===== src/rtl/fetch_queue.sv =====
// rtl/fetch_queue.sv - instruction fetch queue: circular buffer of {instr, pc} pairs
//
// Purpose:
//   Buffers fetched instruction pairs between the fetch stage and decode.
//   Writes always land as a pair of two entries. Decode reads the two oldest
//   entries combinationally and retires 0, 1 or 2 of them per cycle.
//
// Ports:
//   clk         clock, all state updates on the rising edge
//   rst_n       asynchronous active-low reset
//   wr_en       fetch pair valid
//   wr_data     {instr1, pc1, instr0, pc0}, pair 0 older in program order
//   flush       jump redirect, empties the queue
//   deq_cnt     entries consumed by decode at this edge (3 acts as 2)
//   instr0/pc0  oldest entry (0 when valid0 is low)
//   instr1/pc1  second-oldest entry (0 when valid1 is low)
//   valid0/1    entry 0 / entry 1 present
//   count       current occupancy
//   stop_fetch  backpressure to fetch when free space drops below AF_MARGIN
//   drop_err    one-cycle pulse after a write was rejected for lack of space

module fetch_queue #(
  parameter int DEPTH     = 8,
  parameter int AF_MARGIN = 4
) (
  input  logic                       clk,
  input  logic                       rst_n,
  input  logic                       wr_en,
  input  logic [127:0]               wr_data,
  input  logic                       flush,
  input  logic [1:0]                 deq_cnt,
  output logic [31:0]                instr0,
  output logic [31:0]                pc0,
  output logic [31:0]                instr1,
  output logic [31:0]                pc1,
  output logic                       valid0,
  output logic                       valid1,
  output logic [$clog2(DEPTH):0]     count,
  output logic                       stop_fetch,
  output logic                       drop_err
);

  localparam int AW = $clog2(DEPTH);
  localparam int CW = AW + 1;

  logic [63:0]   mem [DEPTH];
  logic [AW-1:0] rd_ptr;
  logic [AW-1:0] wr_ptr;
  logic [CW-1:0] count_q;
  logic          drop_q;

  logic [CW-1:0] free_slots;
  logic          space_ok;
  logic          wr_acc;
  logic          wr_drop;
  logic [CW-1:0] deq_req;
  logic [CW-1:0] deq_eff;
  logic [CW-1:0] count_next;
  logic [AW-1:0] rd_ptr_p1;
  logic [AW-1:0] wr_ptr_p1;
  logic [63:0]   entry0;
  logic [63:0]   entry1;

  always_comb begin
    free_slots = CW'(DEPTH) - count_q;
    space_ok   = (free_slots >= CW'(2));
    wr_acc     = wr_en & ~flush & space_ok;
    wr_drop    = wr_en & ~flush & ~space_ok;

    // deq_cnt of 3 is treated as 2; never retire more than is queued.
    case (deq_cnt)
      2'd0:    deq_req = CW'(0);
      2'd1:    deq_req = CW'(1);
      default: deq_req = CW'(2);
    endcase
    deq_eff = (deq_req > count_q) ? count_q : deq_req;

    count_next = count_q + (wr_acc ? CW'(2) : CW'(0)) - deq_eff;

    // DEPTH is a power of two, so pointer arithmetic wraps for free.
    rd_ptr_p1 = rd_ptr + AW'(1);
    wr_ptr_p1 = wr_ptr + AW'(1);
  end

  always_ff @(posedge clk or negedge rst_n) begin
    if (!rst_n) begin
      rd_ptr  <= '0;
      wr_ptr  <= '0;
      count_q <= '0;
      drop_q  <= 1'b0;
    end else if (flush) begin
      rd_ptr  <= '0;
      wr_ptr  <= '0;
      count_q <= '0;
      drop_q  <= 1'b0;
    end else begin
      rd_ptr  <= rd_ptr + AW'(deq_eff);
      if (wr_acc) begin
        wr_ptr <= wr_ptr + AW'(2);
      end
      count_q <= count_next;
      drop_q  <= wr_drop;
    end
  end

  // Storage is deliberately left out of reset; outputs are gated by valid.
  always_ff @(posedge clk) begin
    if (wr_acc) begin
      mem[wr_ptr]    <= wr_data[63:0];
      mem[wr_ptr_p1] <= wr_data[127:64];
    end
  end

  always_comb begin
    entry0     = mem[rd_ptr];
    entry1     = mem[rd_ptr_p1];
    valid0     = (count_q >= CW'(1));
    valid1     = (count_q >= CW'(2));
    instr0     = valid0 ? entry0[63:32] : 32'h0;
    pc0        = valid0 ? entry0[31:0]  : 32'h0;
    instr1     = valid1 ? entry1[63:32] : 32'h0;
    pc1        = valid1 ? entry1[31:0]  : 32'h0;
    count      = count_q;
    stop_fetch = (free_slots < CW'(AF_MARGIN));
    drop_err   = drop_q;
  end

endmodule


===== config.mk =====
export PLATFORM = sky130hd
export DESIGN_NAME = fetch_queue
export DESIGN_NICKNAME = d
export VERILOG_FILES = /design/src/rtl/fetch_queue.sv
export SDC_FILE = /design/constraint.sdc
export NUM_CORES = 1
export LEC_CHECK = 0
export BUFFER_PORTS_ARGS = -buffer_cell sky130_fd_sc_hd__buf_2
export CAP_MARGIN = 10
export CORE_MARGIN = 5
export CORE_UTILIZATION = 40
export DETAILED_ROUTE_END_ITERATION = 8
export GPL_TIMING_DRIVEN = 0
export PLACE_DENSITY_LB_ADDON = 0.08
export SYNTH_ARGS = -nofsm -noshare
export SYNTH_HDL_FRONTEND = slang
export SYNTH_SLANG_ARGS = --single-unit

===== constraint.sdc =====
create_clock -name clk -period 5.6 [get_ports clk]
set_input_delay 0.28 -clock clk [delete_from_list [all_inputs] [get_ports clk]]
set_output_delay 0.28 -clock clk [all_outputs]
set_load 0.02 [all_outputs]

After elaboration in Yosys (flattened, before gate mapping). Memory sizes are Yosys's and may differ from the RTL's. Index checks and enable logic that the tools add are counted.

Muxes and demuxes: 14. $lt $le $gt $ge: 5. Eq/ne operators: 1. Reductions and logical operators: 2. Add/subtract/negate cells: 7. Bitwise gates (word level): 5.

Operators with widths (count): $mux W32 (4); $mux W3 (3); $ge A4 B2 Y1 const B (2); $mux W4 (2); $add A3 B1 Y3 const B (2); $add A4 B2 Y4 (1); $ge A4 B1 Y1 const B (1); $gt A4 B4 Y1 (1); $lt A4 B3 Y1 const B (1); $pmux W2 S2 (1); $sub A4 B4 Y4 (1); $sub A4 B4 Y4 const A (1); $add A3 B2 Y3 const B (1); $add A3 B3 Y3 (1); $and A1 B1 Y1 (3); $mux W1 (3); $eq A2 B1 Y1 const B (1); $logic_not A2 Y1 (1); $mux W2 (1); $not A1 Y1 (2); $reduce_bool A2 Y1 (1).

Memory bits (writable): 512. Register bits after elaboration: 11. Input port bits: 134. Memories: 1.

Memory list: mem (depth 8, width 64, rd ports 2, clocked after Yosys merged registers in 0, wr ports 2, RTL line 46) `logic [63:0] mem [DEPTH];`.

Logic depth before layout (Yosys ltp). Gate-level depths: netlist of the first run.

Depth in word-level cells: 7. Mapped depth: 14. Depth with buffers taken out: 13.

Least setup slack after synthesis of the first run. OpenSTA, ideal clock, no wires.

Path type: flip-flop to flip-flop. Start: reg count_q[1] (netlist: count[1]). End: mem mem[0][0], enable pin. Setup slack: 0.642 ns. Arrival: 4.451 ns. Library setup time: 0.507 ns. Stages on the path, launching flop included: 7. Data required time: 5.093 ns. Cell sequence: dfrtp_1 > inv_1 > ha_1 > nor3b_1 > a41o_1 > buf_6 > a21oi_1.

RTL lines: from (decl) (RTL line 49) `logic [CW-1:0] count_q;`; from (signal assigned) (RTL line 101) `count_q <= count_next;`; to (decl) (RTL line 46).

Worst setup path in the final report of the first run.
Start: reg rd_ptr[0]. End: out pc0[5].

Longest elaborated chain between the ends: 2.

Ends and longest elaborated chain: from (decl) (RTL line 47) `logic [AW-1:0] rd_ptr;`; from (signal assigned) (RTL line 97) `rd_ptr <= rd_ptr + AW'(deq_eff);`; $mem_v2 Z8 W64; $mux W32 (RTL line 120) `pc0 = valid0 ? entry0[31:0] : 32'h0;`; to (decl) (RTL line 33) `output logic [31:0] pc0,`.

Every way passes these cells.

==> results.py, run 1 <==
metrics = {
    "routing": {
        "vias_per_cell": 5.56,
        "drc": 0,
        "dr.pass1.iters": 5,
        "vias": 17300,
        "wl_per_cell_um": 28.3,
        "met1_length_um": 35000,
        "wirelength_um": 88100,
        "wl_met2_um": 45100,
        "drt_iter0_markers": 1207,
        "met3_length_um": 5940,
        "ant_nets": 0,
        "top_layer_used": "met5",
    },
    "clock_network": {
        "htreeDepth": 2,
        "cts.sinks": 522,
        "path_clk_slew_ns": 0.06,
        "cts_root_buf": "clkbuf_16",
        "post-cts-setup-buffers": 0,
        "cts_tree": "yes",
        "clk_path_buf_depth": 3,
        "cts_made_buffers": 61,
        "insertion_delay_ns": 0.63,
    },
    "floorplanning": {
        "die_x_um": 276,
        "core_mm2": 0.0700,
        "boundaryPins": 270,
        "dieArea_mm2": 0.0761,
        "initial_utilization": 0.404,
        "row_count": 97,
        "die_h_um": 276,
    },
    "power_and_ir_drop": {
        "p_leak_nw": 12.0,
        "p_per_area_mw_per_mm2": 500,
        "vdd_ir_drop_max_v": 0.000266,
    },
    "timing": {
        "worst_slack_ns": 1.36,
        "max_freq_ghz": 0.236,
        "fin_crit_sh": 0.758,
        "rsz0062_at_grt": "false",
        "hold_viol": 0,
        "fin_hold_ws_ns": 0.0233,
        "tightest_slew_ns": 1.15,
        "min_period_ns": 4.24,
        "skew_ns": 0.0161,
        "slew_violations": 0,
        "setup_viol": 0,
        "slew_headroom": 0.233,
    },
    "logic_synthesis": {
        "synth-simple-area-share": 0.0310,
        "synthDistinctLibCells": 32,
        "ys_ff_latch": 522,
        "synth_xor_area_frac": 0.00124,
        "synth_top_area_cell": "edfxtp_1",
        "muxShareOfSynthArea": 0.349,
        "synth_area_leaders": "edfxtp_1 (54%), mux4_2 (20%), mux2_4 (7.8%)",
        "syn_nets": 1778,
        "synth-seq-area-share": 0.553,
        "synth_top_cell_area_share": 0.544,
        "ys.warnings.count": 0,
        "synth_fa_ha_area_frac": 0.00965,
        "synth_top_family_by_area": "multiplexers",
        "syn_avg_cell_area_um2": 17.4,
        "synth_compound_area_frac": 0.0158,
        "synth_cells": 1624,
        "syn_area_mm2": 0.0283,
    },
    "global_routing": {
        "grt_pass1_wl_um": 126000,
        "grt_max_degree": 74,
        "antenna_found_initial": 8,
        "track_usage": 0.229,
        "gr-total-overflow": 0,
        "grt_pass1_vias": 18700,
    },
    "placement": {
        "dpl.hpwl_um": 55900,
        "numPortBuffers": 269,
        "pre_cts_slack_ns": 2.05,
        "gp_congestion": 0.763,
    },
    "critical_path": {
        "crit_arrival_ns": 3.96,
        "setup.worst_path.class": "flip-flop to output port",
        "cpMostUsedCell": "buf_2",
        "startpoint_type": "flip-flop",
        "cp_slowest_cell": "clkbuf_1",
        "cp-end-kind": "output port",
        "critPathMaxStageDelay_ns": 0.80,
        "rr_worst_depth": 10,
        "crit_fanout": 10,
        "path_cells": "clkbuf_1, buf_2, clkbuf_1, buf_2, mux4_2, mux2i_1, nor2_1, buf_2",
        "crit_required_ns": 5.32,
    },
    "status": {
        "outcome": "finished clean",
    },
    "min_path": {
        "whs_path_depth": 2,
        "hp-class": "input port to flip-flop",
    },
    "cells_and_area": {
        "syn2layout_area_growth_pct": 22.3,
        "drive_above_1_share": 0.446,
        "nets": 2271,
    },
    "run": {
        "cap_violations": 0,
    },
}
flip-flops by register name (all words and copies together) (netlist names):
| name | count |
|---|---|
| wr_ptr | 2 |
| rd_ptr | 3 |
| count | 4 |
| drop_err | 1 |
| mem | 512 |
critical path: cells and delay by family, from the launching register on:
| kind | cells | cell delay, ns |
|---|---|---|
| buf+inv | 5 | 2.21 |
| mux | 2 | 0.67 |
| flops | 1 | 0.38 |
| simple gates | 1 | 0.08 |
final cells by class:
type                            count  area, um^2
Antenna cell                        8        20.0
Buffer                            186        1090
Clock buffer                       74        1580
Clock inverter                     32         302
Fill cell                        6098       35500
Inverter                           11        41.3
Multi-Input combinational cell    905       11600
Sequential cell                   522       15600
Tap cell                          940        1180
Timing Repair Buffer              430        3190
per-stage QoR:
stage	cell area [um^2]	total power, W	TNS (ns)	cells	utilization
3_5_place_dp	31200	0.0135	0	2850	0.446
3_3_place_gp	30800	0.0134	-727.31	2833	0.440
2_1_floorplan	28300	0.0103	0	1624	-
4_1_cts	34600	0.0175	0	3100	0.493
6_report	34600	0.0173	0	3108	0.494
5_1_grt	34600	0.0181	0	3100	0.493
cells by family after synthesis:
kind of cell / count (synthesis)
multiplexers: 579
flip-flops: 522
AND/OR/NAND/NOR: 222
buffers and inverters: 197
AO/OA/AOI/OAI: 80
adder cells (fa/ha/maj): 20
XOR/XNOR: 4
layer usage:
metal / global-route usage / up-vias
li1: - / 7485
met1: 0.294 / 9084
met2: 0.407 / 563
met3: 0.0435 / 130
met4: 0.0515 / 10
met5: 0 / -
layout by cell type, fill, tap and decap left out, drive strengths merged, types with 5 or more instances in the layout:
cell type	synthesis	layout
ha	17	17
mux2i	66	66
nand2	136	136
buf	76	362
clkbuf	110	184
mux4	256	256
a21oi	72	72
edfxtp	512	512
inv	11	11
nor2b	5	5
nor2	70	70
mux2	257	257
bufinv	0	6
dfrtp	10	10
diode	0	8
clkinv	0	25
dlygate4sd3	0	144
final timing paths:
kind | to | start | slack, ns
setup / recovery | pc0[5] | rd_ptr[0] | 1.36
hold / removal | mem[5][0] | wr_data[64] | 0.02
setup reg to reg | mem[5][55] | count[1] | 2.08
hold reg to reg | wr_ptr[2] | wr_ptr[2] | 0.64
max in group asynchronous | wr_ptr[2] | rst_n | 5.24
min in group asynchronous | drop_err | rst_n | 0.15
synthesized netlist by cell type:
| master | count |
|---|---|
| ha_1 | 17 |
| mux2_2 | 110 |
| or3_1 | 2 |
| and3_1 | 2 |
| buf_2 | 46 |
| nor2_2 | 1 |
| mux2i_1 | 66 |
| nor3b_1 | 1 |
| xor2_1 | 2 |
| a21oi_1 | 69 |
| buf_12 | 18 |
| edfxtp_1 | 512 |
| nor2_1 | 69 |
| nand2_1 | 136 |
| buf_4 | 9 |
| buf_6 | 1 |
| and2_1 | 2 |
| o21ai_0 | 4 |
| a21boi_0 | 2 |
| clkbuf_1 | 110 |
| a21oi_4 | 3 |
| a41o_1 | 1 |
| xnor2_1 | 2 |
| buf_1 | 2 |
| o211ai_1 | 1 |
| nand2b_1 | 4 |
| fa_1 | 3 |
| mux2_4 | 147 |
| nor2b_1 | 5 |
| dfrtp_1 | 10 |
| mux4_2 | 256 |
| inv_1 | 11 |
power breakdown:
group	internal (W)	leakage, nW	switching, W
clock network	0.00225	0.922	0.00158
logic	0.00329	6.32	0.00529
registers	0.00472	4.78	0.000152
what timing repair did:
item / 4_1_cts / 5_1_grt
endpoints found under the hold margin: 232 / 0
hold buffers: 144 / 0
resized for setup: 0 / 0
No activity file was read; power rests on OpenSTA's default activity.
==> run 2, diff against run 1 <==
==> constraint.sdc (replaced) <==
create_clock -name clk -period 3.6 [get_ports clk]
set_input_delay 0.18 -clock clk [delete_from_list [all_inputs] [get_ports clk]]
set_output_delay 0.18 -clock clk [all_outputs]
set_load 0.02 [all_outputs]
==> run 2 against run 1 <==
  * Cell count increased by 1.6%
  * Highest routed layer unchanged
  * Power increased by 56%
  * Global-route usage increased by 0.083 points
  * Count of clock-buffer cells in the layout unchanged
  * Die area unchanged
  * Critical path depth is 2 lower
==> results.py, run 2 (synthesized netlist as in run 1, its figures left out) <==
metrics = {
    "cells_and_area": {
        "drive_above_1_share": 0.450,
        "syn2layout_area_growth_pct": 24.7,
        "nets": 2325,
        "mostFrequentLayoutCell": "edfxtp_1",
        "final_cells": 3159,
        "mostFrequentLayoutCells": "edfxtp_1 (512), buf_2 (314), mux4_2 (256)",
        "largest_reg_flops": 512,
        "largest_register": "mem",
        "final_util": 0.503,
    },
    "critical_path": {
        "crit_start": "rd_ptr[2]",
        "rr_worst_depth": 13,
        "cp_slowest_cell": "clkbuf_1",
        "path_cells": "clkbuf_1, clkbuf_1, buf_2, mux2i_1, nor2_1, buf_2",
        "crit_required_ns": 3.42,
        "cp-end-kind": "output port",
        "r2r_start": "count[1]",
        "startpoint_type": "flip-flop",
        "r2r_slack_ns": 0.30,
        "crit_fanout": 10,
        "critPathMaxStageDelay_ns": 0.87,
        "crit_arrival_ns": 3.34,
        "setup.worst_path.class": "flip-flop to output port",
        "r2r_end": "count[3]",
    },
    "min_path": {
        "hp-start": "wr_en",
        "whs_path_depth": 3,
        "hp-class": "input port to flip-flop",
        "hold_end": "wr_ptr[1]",
    },
    "clock_network": {
        "cts_tree": "yes",
        "htreeDepth": 2,
        "path_clk_slew_ns": 0.06,
        "post-cts-setup-buffers": 0,
        "clk_path_buf_depth": 3,
        "cts.sinks": 522,
        "cts_root_buf": "clkbuf_16",
        "cts_made_buffers": 61,
        "insertion_delay_ns": 0.62,
    },
    "run": {
        "cap_violations": 0,
    },
    "global_routing": {
        "grt_pass1_wl_um": 126000,
        "grt_pass1_vias": 18900,
        "gr-total-overflow": 0,
        "antenna_found_initial": 6,
        "grt_max_degree": 74,
        "track_usage": 0.230,
    },
    "floorplanning": {
        "die_h_um": 276,
        "core_mm2": 0.0700,
        "dieArea_mm2": 0.0761,
        "row_count": 97,
        "initial_utilization": 0.404,
        "boundaryPins": 270,
        "die_x_um": 276,
    },
    "timing": {
        "fin_crit_sh": 0.978,
        "setup_viol": 0,
        "rsz0062_at_grt": "false",
        "min_period_ns": 3.52,
        "skew_ns": 0.0148,
        "max_freq_ghz": 0.284,
        "hold_viol": 0,
        "worst_slack_ns": 0.0778,
        "slew_headroom": 0.252,
        "slew_violations": 0,
        "tightest_slew_ns": 1.12,
    },
    "power_and_ir_drop": {
        "p_leak_nw": 12.4,
        "p_clk_frac": 0.220,
        "vdd_ir_drop_max_v": 0.000417,
        "switching_power_w": 0.0109,
        "pwr-share-comb": 0.499,
        "p_per_area_mw_per_mm2": 766,
        "power_switching_share": 0.405,
        "seq_power_share": 0.281,
        "p_int_w": 0.0161,
        "p_total_w": 0.0270,
    },
    "routing": {
        "vias": 17400,
        "drc": 0,
        "ant_nets": 0,
        "wirelength_um": 89100,
        "vias_per_cell": 5.52,
        "dr.pass1.iters": 5,
        "wl_per_cell_um": 28.2,
        "drt_iter0_markers": 1226,
    },
    "placement": {
        "dpl.hpwl_um": 55900,
        "place_inst": 2850,
        "numPortBuffers": 269,
        "gp_congestion": 0.763,
        "pre_cts_slack_ns": 0.153,
    },
    "status": {
        "outcome": "finished clean",
    },
}
run 2: layout make-up:
cell class                      count  area [um^2]
Tap cell                          940         1180
Clock inverter                     32          302
Antenna cell                        5         12.5
Fill cell                        6050        34800
Clock buffer                       74         1580
Inverter                           11         41.3
Sequential cell                   522        15600
Buffer                            185         1150
Timing Repair Buffer              485         3780
Multi-Input combinational cell    905        11600
run 2: worst max-delay path by stage:
stage	end	cells past startpoint	slack, ns
after global routing	pc1[18]	8	0.002
final	pc0[21]	6	0.08
after floorplan	mem[0][0]	6	-1.36
after detailed placement	pc0[5]	8	0.15
after global placement	mem[5][28]	6	-6.03
after CTS	instr1[16]	7	0.03
run 2: critical path: cells and delay by family (launching register included):
| kind | cells | cell delay, ns |
|---|---|---|
| buf+inv | 4 | 1.89 |
| flops | 1 | 0.32 |
| mux | 1 | 0.44 |
| simple gates | 1 | 0.06 |
run 2: metal layers:
layer  vias to the layer above  GRT usage  wire length [um]  share of wire
met5                         -          0                36        0.00040
met4                         6     0.0514              1900          0.021
met3                       124     0.0422              5510          0.062
met2                       514      0.408             45500           0.51
met1                      9200      0.296             36200           0.41
li1                       7603          -                 -              -
run 2: repair_timing:
| item | in CTS | in global routing |
|---|---|---|
| endpoints found under the setup margin | 130 | 48 |
| cloned | 0 | 3 |
| endpoints found under the hold margin | 524 | 0 |
| hold buffers | 196 | 0 |
| gates resized for setup | 22 | 27 |
run 2: power groups by stage:
stage / Combinational [W] / Sequential [W] / Clock, W
after global routing: 0.0143 / 0.00763 / 0.00630
after global placement: 0.0131 / 0.00776 / 0
after detailed placement: 0.0133 / 0.00770 / 0
after CTS: 0.0136 / 0.00758 / 0.00605
after floorplan: 0.00837 / 0.00766 / 0
final: 0.0135 / 0.00758 / 0.00594
run 2: metrics by stage:
| step | instance area, um^2 | setup TNS [ns] | hold WS, ns |
|---|---|---|---|
| after floorplan | 28300 | -260.69 | -0.116 |
| after global placement | 30800 | -1232.38 | 0.0588 |
| after detailed placement | 31200 | 0 | 0.0632 |
| after global routing | 35200 | 0 | 0.109 |
| final | 35200 | 0 | 0.132 |
| after CTS | 35100 | 0 | 0.0827 |
